## src/rtl/opb_apb_pkg.sv

```systemverilog
// Shared types and defaults for the OPB-to-APB multi-slave bridge.
package opb_apb_pkg;

    localparam int unsigned ADDR_W_DEF  = 11;
    localparam int unsigned NUM_SLV_DEF = 4;
    localparam int unsigned SEL_LSB_DEF = 12;
    localparam int unsigned TIMEOUT_DEF = 255;
    localparam int unsigned SEL_W       = 4;
    localparam int unsigned CNT_W       = 16;

    typedef enum logic [1:0] {
        StIdle,
        StSetup,
        StAccess,
        StResp
    } state_e;

endpackage

```

## src/rtl/apb_slave_mux.sv

```systemverilog
// Routes the addressed slave's PRDATA/PREADY/PSLVERR back to the bridge.
module apb_slave_mux
    import opb_apb_pkg::*;
#(
    parameter int unsigned NUM_SLV = NUM_SLV_DEF
) (
    input  logic [SEL_W-1:0]      idx,
    input  logic [NUM_SLV*32-1:0] PRDATA,
    input  logic [NUM_SLV-1:0]    PREADY,
    input  logic [NUM_SLV-1:0]    PSLVERR,
    output logic [31:0]           sel_rdata,
    output logic                  sel_ready,
    output logic                  sel_slverr
);

    always_comb begin
        sel_rdata  = '0;
        sel_ready  = 1'b0;
        sel_slverr = 1'b0;
        for (int k = 0; k < int'(NUM_SLV); k++) begin
            if (idx == SEL_W'(k)) begin
                sel_rdata  = PRDATA[32*k +: 32];
                sel_ready  = PREADY[k];
                sel_slverr = PSLVERR[k];
            end
        end
    end

endmodule

```

## src/rtl/opb_apb_bridge_mc.sv

```systemverilog
// OPB slave to multi-slave APB master bridge with wait-state timeout and
// error responses for unmapped slaves or conflicting requests.
module opb_apb_bridge_mc
    import opb_apb_pkg::*;
#(
    parameter int unsigned ADDR_W  = ADDR_W_DEF,
    parameter int unsigned NUM_SLV = NUM_SLV_DEF,
    parameter int unsigned SEL_LSB = SEL_LSB_DEF,
    parameter int unsigned TIMEOUT = TIMEOUT_DEF
) (
    input  logic                  OPB_CLK,
    input  logic                  OPB_RST_N,
    input  logic [31:0]           OPB_ADDR,
    input  logic [31:0]           OPB_DI,
    input  logic                  OPB_WE,
    input  logic                  OPB_RE,
    output logic [31:0]           OPB_DO,
    output logic                  OPB_ACK,
    output logic                  OPB_ERR,
    output logic                  OPB_BUSY,
    output logic                  OPB_OVR,
    output logic [ADDR_W-1:0]     PADDR,
    output logic [31:0]           PWDATA,
    output logic                  PWRITE,
    output logic                  PENABLE,
    output logic [NUM_SLV-1:0]    PSEL,
    input  logic [NUM_SLV*32-1:0] PRDATA,
    input  logic [NUM_SLV-1:0]    PREADY,
    input  logic [NUM_SLV-1:0]    PSLVERR
);

    localparam logic [SEL_W:0] NumSlvL = (SEL_W + 1)'(NUM_SLV);

    state_e            state_q, state_d;
    logic [ADDR_W-1:0] paddr_q, paddr_d;
    logic [31:0]       pwdata_q, pwdata_d;
    logic              pwrite_q, pwrite_d;
    logic [SEL_W-1:0]  idx_q, idx_d;
    logic [CNT_W-1:0]  cnt_q, cnt_d;
    logic [31:0]       do_q, do_d;
    logic              ack_q, ack_d;
    logic              err_q, err_d;
    logic              ovr_q, ovr_d;

    logic [SEL_W-1:0]  req_idx;
    logic [31:0]       sel_rdata;
    logic              sel_ready;
    logic              sel_slverr;
    logic              unused_addr;

    assign req_idx     = OPB_ADDR[SEL_LSB +: SEL_W];
    assign unused_addr = ^OPB_ADDR;

    apb_slave_mux #(
        .NUM_SLV (NUM_SLV)
    ) u_mux (
        .idx        (idx_q),
        .PRDATA     (PRDATA),
        .PREADY     (PREADY),
        .PSLVERR    (PSLVERR),
        .sel_rdata  (sel_rdata),
        .sel_ready  (sel_ready),
        .sel_slverr (sel_slverr)
    );

    always_comb begin
        state_d  = state_q;
        paddr_d  = paddr_q;
        pwdata_d = pwdata_q;
        pwrite_d = pwrite_q;
        idx_d    = idx_q;
        cnt_d    = cnt_q;
        do_d     = do_q;
        ack_d    = 1'b0;
        err_d    = 1'b0;
        // Requests arriving while a transfer is in flight are dropped but remembered.
        ovr_d    = ovr_q | ((state_q != StIdle) & (OPB_WE | OPB_RE));

        unique case (state_q)
            StIdle: begin
                if (OPB_WE && OPB_RE) begin
                    ack_d   = 1'b1;
                    err_d   = 1'b1;
                    state_d = StResp;
                end else if (OPB_WE || OPB_RE) begin
                    paddr_d  = OPB_ADDR[ADDR_W-1:0];
                    pwdata_d = OPB_DI;
                    pwrite_d = OPB_WE;
                    idx_d    = req_idx;
                    if ({1'b0, req_idx} >= NumSlvL) begin
                        ack_d   = 1'b1;
                        err_d   = 1'b1;
                        state_d = StResp;
                        if (OPB_RE) do_d = '0;
                    end else begin
                        state_d = StSetup;
                    end
                end
            end
            StSetup: begin
                cnt_d   = '0;
                state_d = StAccess;
            end
            StAccess: begin
                if (sel_ready) begin
                    ack_d   = 1'b1;
                    err_d   = sel_slverr;
                    state_d = StIdle;
                    if (!pwrite_q) do_d = sel_rdata;
                end else if (cnt_q == CNT_W'(TIMEOUT - 1)) begin
                    // This edge is the TIMEOUT-th wait edge: give up on the slave.
                    ack_d   = 1'b1;
                    err_d   = 1'b1;
                    cnt_d   = '0;
                    state_d = StIdle;
                    if (!pwrite_q) do_d = '0;
                end else begin
                    cnt_d = cnt_q + 1'b1;
                end
            end
            StResp: begin
                state_d = StIdle;
            end
            default: state_d = StIdle;
        endcase
    end

    always_ff @(posedge OPB_CLK or negedge OPB_RST_N) begin
        if (!OPB_RST_N) begin
            state_q  <= StIdle;
            paddr_q  <= '0;
            pwdata_q <= '0;
            pwrite_q <= 1'b0;
            idx_q    <= '0;
            cnt_q    <= '0;
            do_q     <= '0;
            ack_q    <= 1'b0;
            err_q    <= 1'b0;
            ovr_q    <= 1'b0;
        end else begin
            state_q  <= state_d;
            paddr_q  <= paddr_d;
            pwdata_q <= pwdata_d;
            pwrite_q <= pwrite_d;
            idx_q    <= idx_d;
            cnt_q    <= cnt_d;
            do_q     <= do_d;
            ack_q    <= ack_d;
            err_q    <= err_d;
            ovr_q    <= ovr_d;
        end
    end

    // APB strobes decode straight from state so an async reset drops them at once.
    always_comb begin
        PSEL = '0;
        if (state_q == StSetup || state_q == StAccess) begin
            for (int k = 0; k < int'(NUM_SLV); k++) begin
                PSEL[k] = (idx_q == SEL_W'(k));
            end
        end
    end

    assign PENABLE  = (state_q == StAccess);
    assign OPB_BUSY = (state_q != StIdle);
    assign PADDR    = paddr_q;
    assign PWDATA   = pwdata_q;
    assign PWRITE   = pwrite_q;
    assign OPB_DO   = do_q;
    assign OPB_ACK  = ack_q;
    assign OPB_ERR  = err_q;
    assign OPB_OVR  = ovr_q;

endmodule

```

## config.mk

```make
export PLATFORM = sky130hd
export DESIGN_NAME = opb_apb_bridge_mc
export DESIGN_NICKNAME = d
export VERILOG_FILES = /design/src/rtl/opb_apb_pkg.sv /design/src/rtl/apb_slave_mux.sv /design/src/rtl/opb_apb_bridge_mc.sv
export SDC_FILE = /design/constraint.sdc
export NUM_CORES = 1
export LEC_CHECK = 0
export CAP_MARGIN = 20
export CORE_MARGIN = 5
export CORE_UTILIZATION = 42
export CTS_CLUSTER_DIAMETER = 120
export DETAILED_ROUTE_END_ITERATION = 10
export PLACE_DENSITY = 0.86
export SKIP_CTS_REPAIR_TIMING = 1
export SKIP_LAST_GASP = 1
export SYNTH_ARGS = -nofsm -noshare
export SYNTH_HDL_FRONTEND = slang
export SYNTH_SLANG_ARGS = --single-unit
export TNS_END_PERCENT = 50
```

## constraint.sdc

```tcl
create_clock -name OPB_CLK -period 3.2 [get_ports OPB_CLK]
set_input_delay 0.48 -clock OPB_CLK [delete_from_list [all_inputs] [get_ports OPB_CLK]]
set_output_delay 0.48 -clock OPB_CLK [all_outputs]
set_load 0.01 [all_outputs]
```

## Yosys cells after proc, flatten, opt, wreduce, memory -nomap -nowiden

Index checks and enable logic that the tools add are counted.

| storage, ports and cells | value |
|---|---|
| output and inout bits | 85 |
| register bits | 101 |
| word-level logic and storage cells | 83 |
| input bits | 204 |

| operators by class | value |
|---|---|
| order comparisons | 1 |
| eq/ne operators | 16 |
| reduce and logical (&&, ||, !) cells | 12 |
| bitwise gates (word level) | 4 |
| $add $sub $neg | 1 |
| mux-type cells | 39 |

Operator list:

| operator | count |
|---|---|
| 2-to-1 mux 32 bit | 12 |
| case mux 32 bit (2 select lines) | 1 |
| 2-to-1 mux 16 bit | 2 |
| case mux 16 bit (2 select lines) | 1 |
| adder 16 x 1 -> 16 bit, second input constant | 1 |
| == test 16 x 8 -> 1 bit, second input constant | 1 |
| 2-to-1 mux 1 bit | 14 |
| 2-to-1 mux 2 bit | 5 |
| inequality test 2 bit, second input constant | 5 |
| inequality test 3 bit, second input constant | 3 |
| == test 4 x 2 -> 1 bit, second input constant | 2 |
| case mux 2 bit (4 select lines) | 1 |
| AND reduction 8 bit | 1 |
| nonzero test 2 bit | 3 |
| == test 2 bit, second input constant | 2 |
| == test 4 x 1 -> 1 bit, second input constant | 1 |
| greater-or-equal comparator 4 x 3 -> 1 bit, second input constant | 1 |
| logical NOT 4 bit | 1 |
| 2-to-1 mux 4 bit | 1 |
| case mux 1 bit (2 select lines) | 2 |
| AND reduction 2 bit | 2 |
| inequality test 3 x 1 -> 1 bit, second input constant | 1 |
| AND reduction 3 bit | 1 |
| == test 2 x 1 -> 1 bit, second input constant | 1 |
| other kinds (6) | 8 |

## Logic depth before layout (Yosys ltp)

Gate-level depths: netlist of run 1.

| logic depth | value |
|---|---|
| word-level depth | 8 |
| gate-level depth with buffers | 9 |
| gate-level depth less buffers | 7 |

## Modules after synthesis

Synthesis of run 1 repeated with hierarchy kept, for this count alone.

| second synthesis, totals | value |
|---|---|
| cells, all modules | 508 |
| area total of the unflattened synthesis | 5387.7 um^2 |

Modules (own cells, without submodules):

| module | times used | sequential area each (um^2) | cells an instance | area each (um^2) |
|---|---|---|---|---|
| opb_apb_bridge_mc | 1 | 2527.4 | 388 | 4347.9 |
| apb_slave_mux | 1 | 0.0 | 120 | 1039.7 |

## Worst setup path after synthesis of run 1

OpenSTA, ideal clock, no wires.

| path | value |
|---|---|
| path kind | reg2reg |
| start point | register cnt_q[11] |
| end point | register do_q[10], in the netlist OPB_DO[10] |
| buffers on the path | 1 |
| cell stages (with the launch flop) | 7 |
| data required time | 3077 ps |
| clock period less this slack | 2094 ps |
| library setup time | 123 ps |
| slack | 1106 ps |
| data arrival time | 1971 ps |
| path through | dfrtp_1 > or4_1 > or4_4 > a21oi_2 > o21ai_2 > buf_6 > o2bb2ai_1 |

| between the ends | value |
|---|---|
| longest elaborated chain between the ends | 3 |
| elaborated cells on any way between the ends | 4 |
| classes of those cells | eq/ne (3); reduce/logical (1) |

RTL lines:

| what | RTL line | RTL |
|---|---|---|
| start, declared | opb_apb_bridge_mc.sv:39 | `logic [CNT_W-1:0] cnt_q, cnt_d;` |
| start signal, assigned | opb_apb_bridge_mc.sv:146 | `cnt_q <= cnt_d;` |
| == test 16 x 8 -> 1 bit (*) | opb_apb_bridge_mc.sv:110 | `end else if (cnt_q == CNT_W'(TIMEOUT - 1)) begin` |
| inequality test 3 bit (no line) / inequality test 3 x 1 -> 1 bit (equally long branches) | - |  |
| AND reduction 8 bit (no line) (*) | - |  |
| end signal, assigned | opb_apb_bridge_mc.sv:147 | `do_q <= do_d;` |
| end, declared | opb_apb_bridge_mc.sv:40 | `logic [31:0] do_q, do_d;` |

Every way passes the cells marked *; elsewhere a longest branch is shown, timed or not.
A chain may end at the register's enable or synchronous reset.

## Worst setup path after layout of run 1

| path | value |
|---|---|
| start point | register cnt_q[11] |
| end point | register cnt_q[6] |

| between the ends | value |
|---|---|
| longest elaborated chain between the ends | 4 |

RTL lines:

| what | RTL line | RTL |
|---|---|---|
| == test 16 x 8 -> 1 bit | opb_apb_bridge_mc.sv:110 |  |
| 2-to-1 mux 16 bit | opb_apb_bridge_mc.sv:110 |  |
| 2-to-1 mux 16 bit | opb_apb_bridge_mc.sv:105 | `if (sel_ready) begin` |
| case mux 16 bit (2 select lines) | opb_apb_bridge_mc.sv:79 | `unique case (state_q)` |

Every way passes these cells. The select of a mux whose other input is x is not followed.

==> results.cfg, run 1 <==
[sta]
timing.final.crit_share_pct = 80.6
setup_ws_ns = 0.622
hold_violations = 0
fmax_ghz = 0.388
tightest_slew_ns = 0.819
finalClockSkew_ns = 0.0118
rsz0062_at_grt = false
min_period_ns = 2.58
setup_viol = 0
slew_headroom_pct = 45.4
slew_viol_final = 0
tns_ns = 0

[critical_path]
cp.required_ns = 3.43
r2r_setup_slack_ns = 0.62
max_stage_delay_ns = 0.59
cp-end-kind = register
critPathTopFamily = simple AND/OR/NAND/NOR gates
worstPathArrival_ns = 2.81
rr_endpoint = cnt_q[6]$_DFFE_PN0P_
path_class = reg2reg
cp_max_fo = 20
crit_chain = or4_1 -> or4_4 -> nand3_1 -> o21ai_0 -> a21o_1
reg2reg_from = cnt_q[11]$_DFFE_PN0P_
cp_slowest_cell = or4_4
path_buf_inv = 0
cp-start-kind = register
reg2reg_depth = 5

[finish]
fin_nets = 912
layout-drive-gt1-share_pct = 21.0
fin_util_pct = 67.8
syn_to_final_growth_pct = 60.0
fin_area_um2 = 8460
fillers = 960

[grt]
grt-ovfl-total = 0
grt_pass1_wl_mm = 26.9
antenna_found_initial = 2
grt_pass1_vias = 5112
grt_max_degree = 82
track_usage_pct = 23.1

[logic_synthesis]
synth-seq-cells = 101
async_flop_share_pct = 100
yosysTopAreaCellShare_pct = 47.8
yosysWarnings = 0
synth-seq-area-share_pct = 47.8
yosysUniqueCellTypes = 45
syn-instance-count = 443
synth_area_per_cell_um2 = 11.9
netlist_area_um2 = 5290
yosys-top-cells-area = dfrtp_1, mux2_2, o2bb2ai_1
synth-main-ff-cell = dfrtp_1
syn_nets = 654
synth_edf_count = 0
synth.largest_area_cell = dfrtp_1

[hold_path]
hold_path_class = in2async

[placement]
dp_worst_setup_slack_ns = 0.519
gp_congestion = 0.837
portBuffers = 271
place_area_um2 = 8100
hpwl_mm = 13.4

[clocking]
clkSlewWorstSetupHoldPaths_ns = 0.07
htreeDepth = 3
cts_tree = built
insertion_delay_ns = 0.34
cts.sinks = 101
clockBufferDepth = 2
cts_root_buf = clkbuf_16
cts_buffers = 9

[die]
die_w_um = 122
ioPinCount = 289
core_um2 = 12500
initial_core_util_pct = 42.4
die_h_um = 122
rows = 41
dieArea_um2 = 14900

[route]
drt_wl_total_mm = 17.3
wl_met1_mm = 6.09
vias = 4644
top_layer = met4
drcViolationCount = 0
post_drt_wl_per_cell_um = 19.7
dr_wl_met3_mm = 1.67
antenna_left = 0
drt_iter0_drc = 255
met2WireLength_mm = 9.12
dr.pass1.iters = 7
via_per_inst = 5.28

[power_and_ir_drop]
power_mw = 7.12
p_per_area_nw_per_um2 = 842
p_leak_nw = 3.44
irDropWorstVdd_v = 0.000595

[run]
maxCapViolations = 0

[status]
status = finished, final reports clean
## state kept, by name (all words and copies together) (netlist names)
register and flops:
OPB_DO 32, PWDATA 32, cnt_q 16, PADDR 11, idx_q 4, state_q 2
OPB_ACK 1, OPB_ERR 1, OPB_OVR 1, PWRITE 1
## worst max path at each step
| stage | from | to | slack, ns | depth (start not counted) |
|---|---|---|---|---|
| after global routing | cnt_q[11]$_DFFE_PN0P_ | cnt_q[6]$_DFFE_PN0P_ | 0.52 | 5 |
| after detailed placement | OPB_WE | OPB_DO[12]$_DFFE_PN0P_ | 0.52 | 9 |
| after CTS | cnt_q[11]$_DFFE_PN0P_ | cnt_q[6]$_DFFE_PN0P_ | 0.65 | 5 |
| after floorplan | cnt_q[11]$_DFFE_PN0P_ | OPB_DO[10]$_DFFE_PN0P_ | 1.11 | 6 |
| after global placement | OPB_RE | OPB_DO[31]$_DFFE_PN0P_ | 0.59 | 9 |
| final | cnt_q[11]$_DFFE_PN0P_ | cnt_q[6]$_DFFE_PN0P_ | 0.62 | 5 |
## logic make-up after synthesis
logic type               share of synthesized area, %
flip-flops                                       47.8
buffers and inverters                            4.50
adder cells (fa/ha/maj)                          1.66
AND/OR/NAND/NOR                                  6.91
XOR/XNOR                                        0.166
multiplexers                                     24.9
AO/OA/AOI/OAI                                    14.1
## power breakdown
| group | total, mW | internal [mW] | switching (mW) |
|---|---|---|---|
| Sequential | 2.15 | 1.81 | 0.333 |
| Combinational | 3.80 | 2.12 | 1.68 |
| Clock | 1.18 | 0.710 | 0.468 |
| Total | 7.12 | 4.64 | 2.48 |
## final cells by class
cell class | instances | area (um2) | share of cell area, %
repair buffers | 281 | 2820 | 33.3
multi-input cells | 297 | 2520 | 29.8
clock inverters | 5 | 82.6 | 0.977
inverters | 11 | 41.3 | 0.488
well taps | 172 | 215 | 2.55
diodes | 2 | 5.00 | 0.0592
clock buffers | 11 | 243 | 2.87
flip-flops and latches | 101 | 2530 | 29.9
## worst reg2reg max path, delay by kind of cell (launching register included)
kind	cells	cell delay, ns
compound gates	2	0.41
flops	1	0.42
simple gates	3	1.65
## per-layer routing
metal | up-vias | track usage (%)
li1 | 2165 | -
met1 | 2248 | 24.2
met2 | 202 | 42.8
met3 | 29 | 7.52
met4 | 0 | 8.47
met5 | - | 0
## cell usage after synthesis, drive strengths merged, types with 3 or more instances
library cell  count
nand3             9
nand4             4
nor2             12
mux2i             3
o2bb2ai          32
buf              19
a21o              5
a21oi            11
nand2            19
o22ai            32
dfrtp           101
mux2            112
clkbuf           15
ha                7
inv              11
or3               8
o21ai            17
## per-stage QoR
stage          instances  hold WS, ns
6_report             880       0.0111
5_1_grt              880       0.0189
4_1_cts              877        0.357
3_5_place_dp         861        0.473
3_3_place_gp         861        0.469
2_1_floorplan        443        0.184
## cells in the final DEF, fill, tap and decap left out, drive strengths merged, types with 3 or more instances in the layout
cell type / n
or3: 8
inv: 12
mux2i: 3
buf: 11
clkdlybuf4s50: 270
a21o: 5
o2bb2ai: 32
o22ai: 32
ha: 7
nand2: 19
a21oi: 11
nor2: 12
dfrtp: 101
nand4: 4
clkbuf: 11
o21ai: 17
mux2: 112
nand3: 9
(Power assumes the default switching activity.)
==> run 2, diff against run 1 <==
Settings changed: CORE_UTILIZATION 42 to 39, PLACE_DENSITY 0.86 to 0.81.
Clock period 3.2 ns to 2.42 ns, I/O delays scaled along.
==> run 2 against run 1 <==
Net effect: count of clock-buffer cells in the layout shrank 2; total power grew 32%; sequential share of layout area shrank 0.19 points; routed wire length grew 1.7%; setup slack lost 0.50 ns; global-route usage shrank 1.4 points; combinational power grew 36%; via count grew 1.0%; non-clock buffer count grew 7; critical endpoint is now PSEL[0]; highest routed layer unchanged.
==> results.cfg, run 2 (synthesis results as in run 1) <==
[grt]
grt_pass1_wl_mm = 28.0
grt_pass1_vias = 5112
grt-ovfl-total = 0
track_usage_pct = 21.7
grt_max_degree = 52
antenna_found_initial = 0

[clocking]
clockBufferDepth = 2
htreeDepth = 3
cts_root_buf = clkbuf_16
cts_tree = built
cts.sinks = 101
clkSlewWorstSetupHoldPaths_ns = 0.07
insertion_delay_ns = 0.34
cts_buffers = 9

[critical_path]
r2r_setup_slack_ns = 0.17
path_class = reg2out
rr_endpoint = cnt_q[5]$_DFFE_PN0P_
cp-start-kind = register
cp.required_ns = 2.06
worstPathArrival_ns = 1.93
crit_start = idx_q[3]$_DFFE_PN0P_
crit_end = PSEL[0]
cp-end-kind = output port
cp_max_fo = 4
reg2reg_from = cnt_q[11]$_DFFE_PN0P_
reg2reg_depth = 5

[placement]
hpwl_mm = 13.7
dp_worst_setup_slack_ns = -0.0202
gp_congestion = 0.978
portBuffers = 271

[sta]
tightest_slew_ns = 0.512
slew_headroom_pct = 65.9
timing.final.crit_share_pct = 94.8
hold_violations = 0
finalClockSkew_ns = 0.00633
tns_ns = 0
setup_ws_ns = 0.126
fmax_ghz = 0.436
slew_viol_final = 0
rsz0062_at_grt = false
setup_viol = 0
min_period_ns = 2.29

[finish]
syn_to_final_growth_pct = 61.0
fin_nets = 919
fin_util_pct = 64.3
final_common_cell = clkdlybuf4s50_1
layout-drive-gt1-share_pct = 21.9
fillers = 1016
layout_common_cells = clkdlybuf4s50_1, mux2_2, dfrtp_1
antenna_cells = 0

[die]
rows = 42
initial_core_util_pct = 39.9
dieArea_um2 = 16000
die_h_um = 126
die_w_um = 126
core_um2 = 13200
ioPinCount = 289

[power_and_ir_drop]
p_per_area_nw_per_um2 = 1110
p_leak_nw = 3.47
net-switching-power_mw = 3.39
power_frac_seq_pct = 30.2
power_mw = 9.41
power.share.combinational_pct = 54.7
clkPwrFrac_pct = 15.0
swShare_pct = 36.1
irDropWorstVdd_v = 0.000761
p_int_mw = 6.01

[route]
drcViolationCount = 0
via_per_inst = 5.28
post_drt_wl_per_cell_um = 19.8
dr.pass1.iters = 4
vias = 4692
drt_iter0_drc = 245
drt_wl_total_mm = 17.6
antenna_left = 0

[run]
maxCapViolations = 0

[hold_path]
hold_path_class = reg2reg

[status]
status = finished, final reports clean
[run 2: layout make-up]
type                       instances  area [um2]  share of cell area, %
timing repair buffer             288        2900                   34.1
sequential                       101        2530                   29.7
multi-input combinational        297        2530                   29.7
clock buffer                       9         225                   2.65
tap                              176         220                   2.59
clock inverter                     7        63.8                  0.750
inverter                          11        41.3                  0.485
[run 2: routing by layer]
metal	vias up	part of all wire, %	track usage [%]	wire length [um]
li1	2177	-	-	-
met4	0	1.4	4.98	244
met5	-	0	0	0
met2	220	50	38.1	8890
met3	17	8.6	7.02	1510
met1	2278	40	25.9	6980
[run 2: worst min-delay path by stage]
stage / start / end / slack (ns) / cells past startpoint
global route: OPB_DO[0]$_DFFE_PN0P_ / OPB_DO[0]$_DFFE_PN0P_ / 0.51 / 1
CTS: OPB_RST_N / OPB_DO[17]$_DFFE_PN0P_ / -0.04 / 1
finish: OPB_DO[24]$_DFFE_PN0P_ / OPB_DO[24]$_DFFE_PN0P_ / 0.49 / 1
detailed placement: OPB_RST_N / OPB_DO[15]$_DFFE_PN0P_ / 0.33 / 1
floorplan: OPB_RST_N / OPB_ACK$_DFF_PN0_ / 0.07 / 0
global placement: OPB_RST_N / OPB_DO[14]$_DFFE_PN0P_ / 0.33 / 1
[run 2: power groups by stage]
stage | sequential [mW] | combinational [mW] | clock, mW
2_1_floorplan | 3.07 | 2.56 | 0
3_3_place_gp | 2.82 | 5.03 | 0
3_5_place_dp | 2.87 | 5.15 | 0
4_1_cts | 2.85 | 5.18 | 1.45
5_1_grt | 2.94 | 5.50 | 1.53
6_report | 2.84 | 5.15 | 1.41
[run 2: critical path, stage by stage, from the launching register on]
cell,delay (ns)
dfrtp_1,0.41
or3_1,0.44
nor2_1,0.17
clkdlybuf4s50_1,0.57
[run 2: per-stage QoR]
step	hold slack [ns]	cell area (um2)	instances
3_3_place_gp	0.329	8210	872
2_1_floorplan	0.0674	5290	443
3_5_place_dp	0.335	8210	872
6_report	0.491	8510	889
4_1_cts	-0.0358	8490	888
5_1_grt	0.507	8510	889
==> run 3, diff against run 2 <==
Settings changed: ABC_AREA from default to 1, CORE_UTILIZATION 39 to 42, PLACE_DENSITY 0.81 to 0.82, SKIP_LAST_GASP 1 to default.
==> run 3 against run 2 <==
Net effect: register-to-register slack improved by 0.21 ns; critical path type unchanged; hold slack got worse by 0.46 ns; clock power about the same; area after synthesis increased by 17%; count of clock-buffer cells in the layout increased by 1; design area increased by 11%; total power increased by 2.0%; die area increased by 8.2%; critical endpoint is now PENABLE.
==> results.cfg, run 3 <==
[clocking]
cts.sinks = 101
cts_tree = built
insertion_delay_ns = 0.35
htreeDepth = 3
cts_buffers = 9
clkSlewWorstSetupHoldPaths_ns = 0.08
clockBufferDepth = 2
cts_root_buf = clkbuf_16

[placement]
placed_cells = 1265
hpwl_mm = 15.9
gp_congestion = 0.959
portBuffers = 271

[route]
drt_wl_total_mm = 21.1
post_drt_wl_per_cell_um = 16.4
dr.pass1.iters = 5
antenna_left = 0
vias = 6472
drcViolationCount = 0
via_per_inst = 5.03
drt_iter0_drc = 432

[logic_synthesis]
synth_most_common_cell = nand3_1
async_flop_share_pct = 100
netlist_area_um2 = 6200
ys_top_cells_by_count = nand3_1, nand2_1, inv_1, dfrtp_1, nor2_1
synth-seq-cells = 101
syn_nets = 1051
yosys-top-cells-area = dfrtp_1, nand3_1, nand2_1
synth_area_per_cell_um2 = 7.38
syn-instance-count = 840
yosysUniqueCellTypes = 26
synth_edf_count = 0
yosysWarnings = 0
yosysTopAreaCellShare_pct = 40.8
synth-seq-area-share_pct = 40.8
synth-main-ff-cell = dfrtp_1
synth.largest_area_cell = dfrtp_1

[finish]
layout-drive-gt1-share_pct = 9.52
fin_cells = 1287
layout_common_cells = clkdlybuf4s50_1, nand3_1, nand2_1
fillers = 1252
syn_to_final_growth_pct = 52.8
fin_util_pct = 65.4
fin_nets = 1309
antenna_cells = 0
final_common_cell = clkdlybuf4s50_1

[power_and_ir_drop]
p_int_mw = 5.36
power_frac_seq_pct = 26.1
power_mw = 9.59
clkPwrFrac_pct = 14.4
power.share.combinational_pct = 59.5
p_per_area_nw_per_um2 = 1010
swShare_pct = 44.1
irDropWorstVdd_v = 0.000588
net-switching-power_mw = 4.23
p_leak_nw = 4.49

[critical_path]
worstPathArrival_ns = 2.02
cp-start-kind = register
cp.required_ns = 2.06
cp_max_fo = 16
path_buf_inv = 2
critPathTopFamily = buffers and inverters
cp_slowest_cell = clkdlybuf4s50_1
cp-end-kind = output port
path_class = reg2out
crit_chain = inv_1 -> ha_2 -> clkdlybuf4s50_1
max_stage_delay_ns = 0.66

[sta]
hold_violations = 0
slew_headroom_pct = 39.1
tightest_slew_ns = 0.913
slew_viol_final = 0
setup_viol = 0
min_period_ns = 2.38
timing.final.crit_share_pct = 98.3
worst_hold_slack_ns = 0.0329
fmax_ghz = 0.420
finalClockSkew_ns = 0.0102

[run]
maxCapViolations = 0

[grt]
track_usage_pct = 24.0
grt_pass1_vias = 6370
grt-ovfl-total = 0
antenna_found_initial = 0
grt_pass1_wl_mm = 33.7
grt_max_degree = 57

[die]
core_um2 = 14500
rows = 44
initial_core_util_pct = 42.8
dieArea_um2 = 17300
ioPinCount = 289
die_h_um = 131
die_w_um = 131

[status]
status = finished, final reports clean

[hold_path]
hold_path_class = in2async
## run 3: changes by cell type in the layout (fill, tap and decap cells not counted), sizes merged, moves of 7 or more
| cell | change |
|---|---|
| nand2 | +167 |
| nand3 | +180 |
| a21oi | -7 |
| buf | +14 |
| nand4 | +29 |
| nor2 | +54 |
| xor2 | +9 |
| o2bb2ai | -32 |
| mux2 | -69 |
| or3 | -8 |
| inv | +107 |
| o22ai | -32 |
## run 3: layer usage
metal	share of wire (%)	GRT usage (%)
met2	51	41.8
met3	6.8	5.05
met1	40	30.0
met4	2.3	6.97
met5	0	0
## run 3: cell type report
| class | count | area, um2 | area share, % |
|---|---|---|---|
| multi-input combinational | 566 | 3000 | 31.7 |
| timing repair buffer | 301 | 2980 | 31.5 |
| sequential | 101 | 2530 | 26.7 |
| inverter | 119 | 447 | 4.72 |
| tap | 184 | 230 | 2.43 |
| clock buffer | 10 | 229 | 2.42 |
| clock inverter | 6 | 52.6 | 0.555 |
## run 3: final timing paths
path / end / start / depth (start not counted) / slack, ns
max reg2reg: OPB_DO[12]$_DFFE_PN0P_ / state_q[0]$_DFFE_PN0P_ / 9 / 0.38
min reg2reg: OPB_DO[29]$_DFFE_PN0P_ / OPB_DO[29]$_DFFE_PN0P_ / 2 / 0.49
min in group OPB_CLK: OPB_DO[29]$_DFFE_PN0P_ / OPB_DO[29]$_DFFE_PN0P_ / 2 / 0.49
max in group asynchronous: PWDATA[13]$_DFFE_PN0P_ / OPB_RST_N / 2 / 1.75
min: OPB_DO[9]$_DFFE_PN0P_ / OPB_RST_N / 1 / 0.03
max: PENABLE / state_q[0]$_DFFE_PN0P_ / 3 / 0.04
## run 3: cells by family after synthesis
logic type / count (synthesis) / share of synthesized area (%)
simple gates: 478 / 34.8
buf+inv: 174 / 11.3
flops: 101 / 40.8
mux: 43 / 7.81
compound gates: 24 / 2.08
xor+xnor: 13 / 1.84
fa+ha+maj: 7 / 1.41
## run 3: per-stage QoR
step | worst slack, ns | instance area [um2] | setup TNS (ns)
after floorplan | 0.708 | 6200 | 0
after global placement | -0.194 | 9130 | -7.33
after detailed placement | -0.229 | 9130 | -8.31
after CTS | -0.116 | 9410 | -1.70
after global routing | -0.00637 | 9470 | -0.00637
final | 0.0417 | 9470 | 0
## run 3: power groups by stage
stage / sequential (mW) / clock [mW] / combinational, mW
floorplan: 2.68 / 0 / 3.08
global placement: 2.49 / 0 / 5.52
detailed placement: 2.52 / 0 / 5.58
CTS: 2.50 / 1.42 / 5.60
global route: 2.56 / 1.50 / 6.23
finish: 2.50 / 1.38 / 5.71
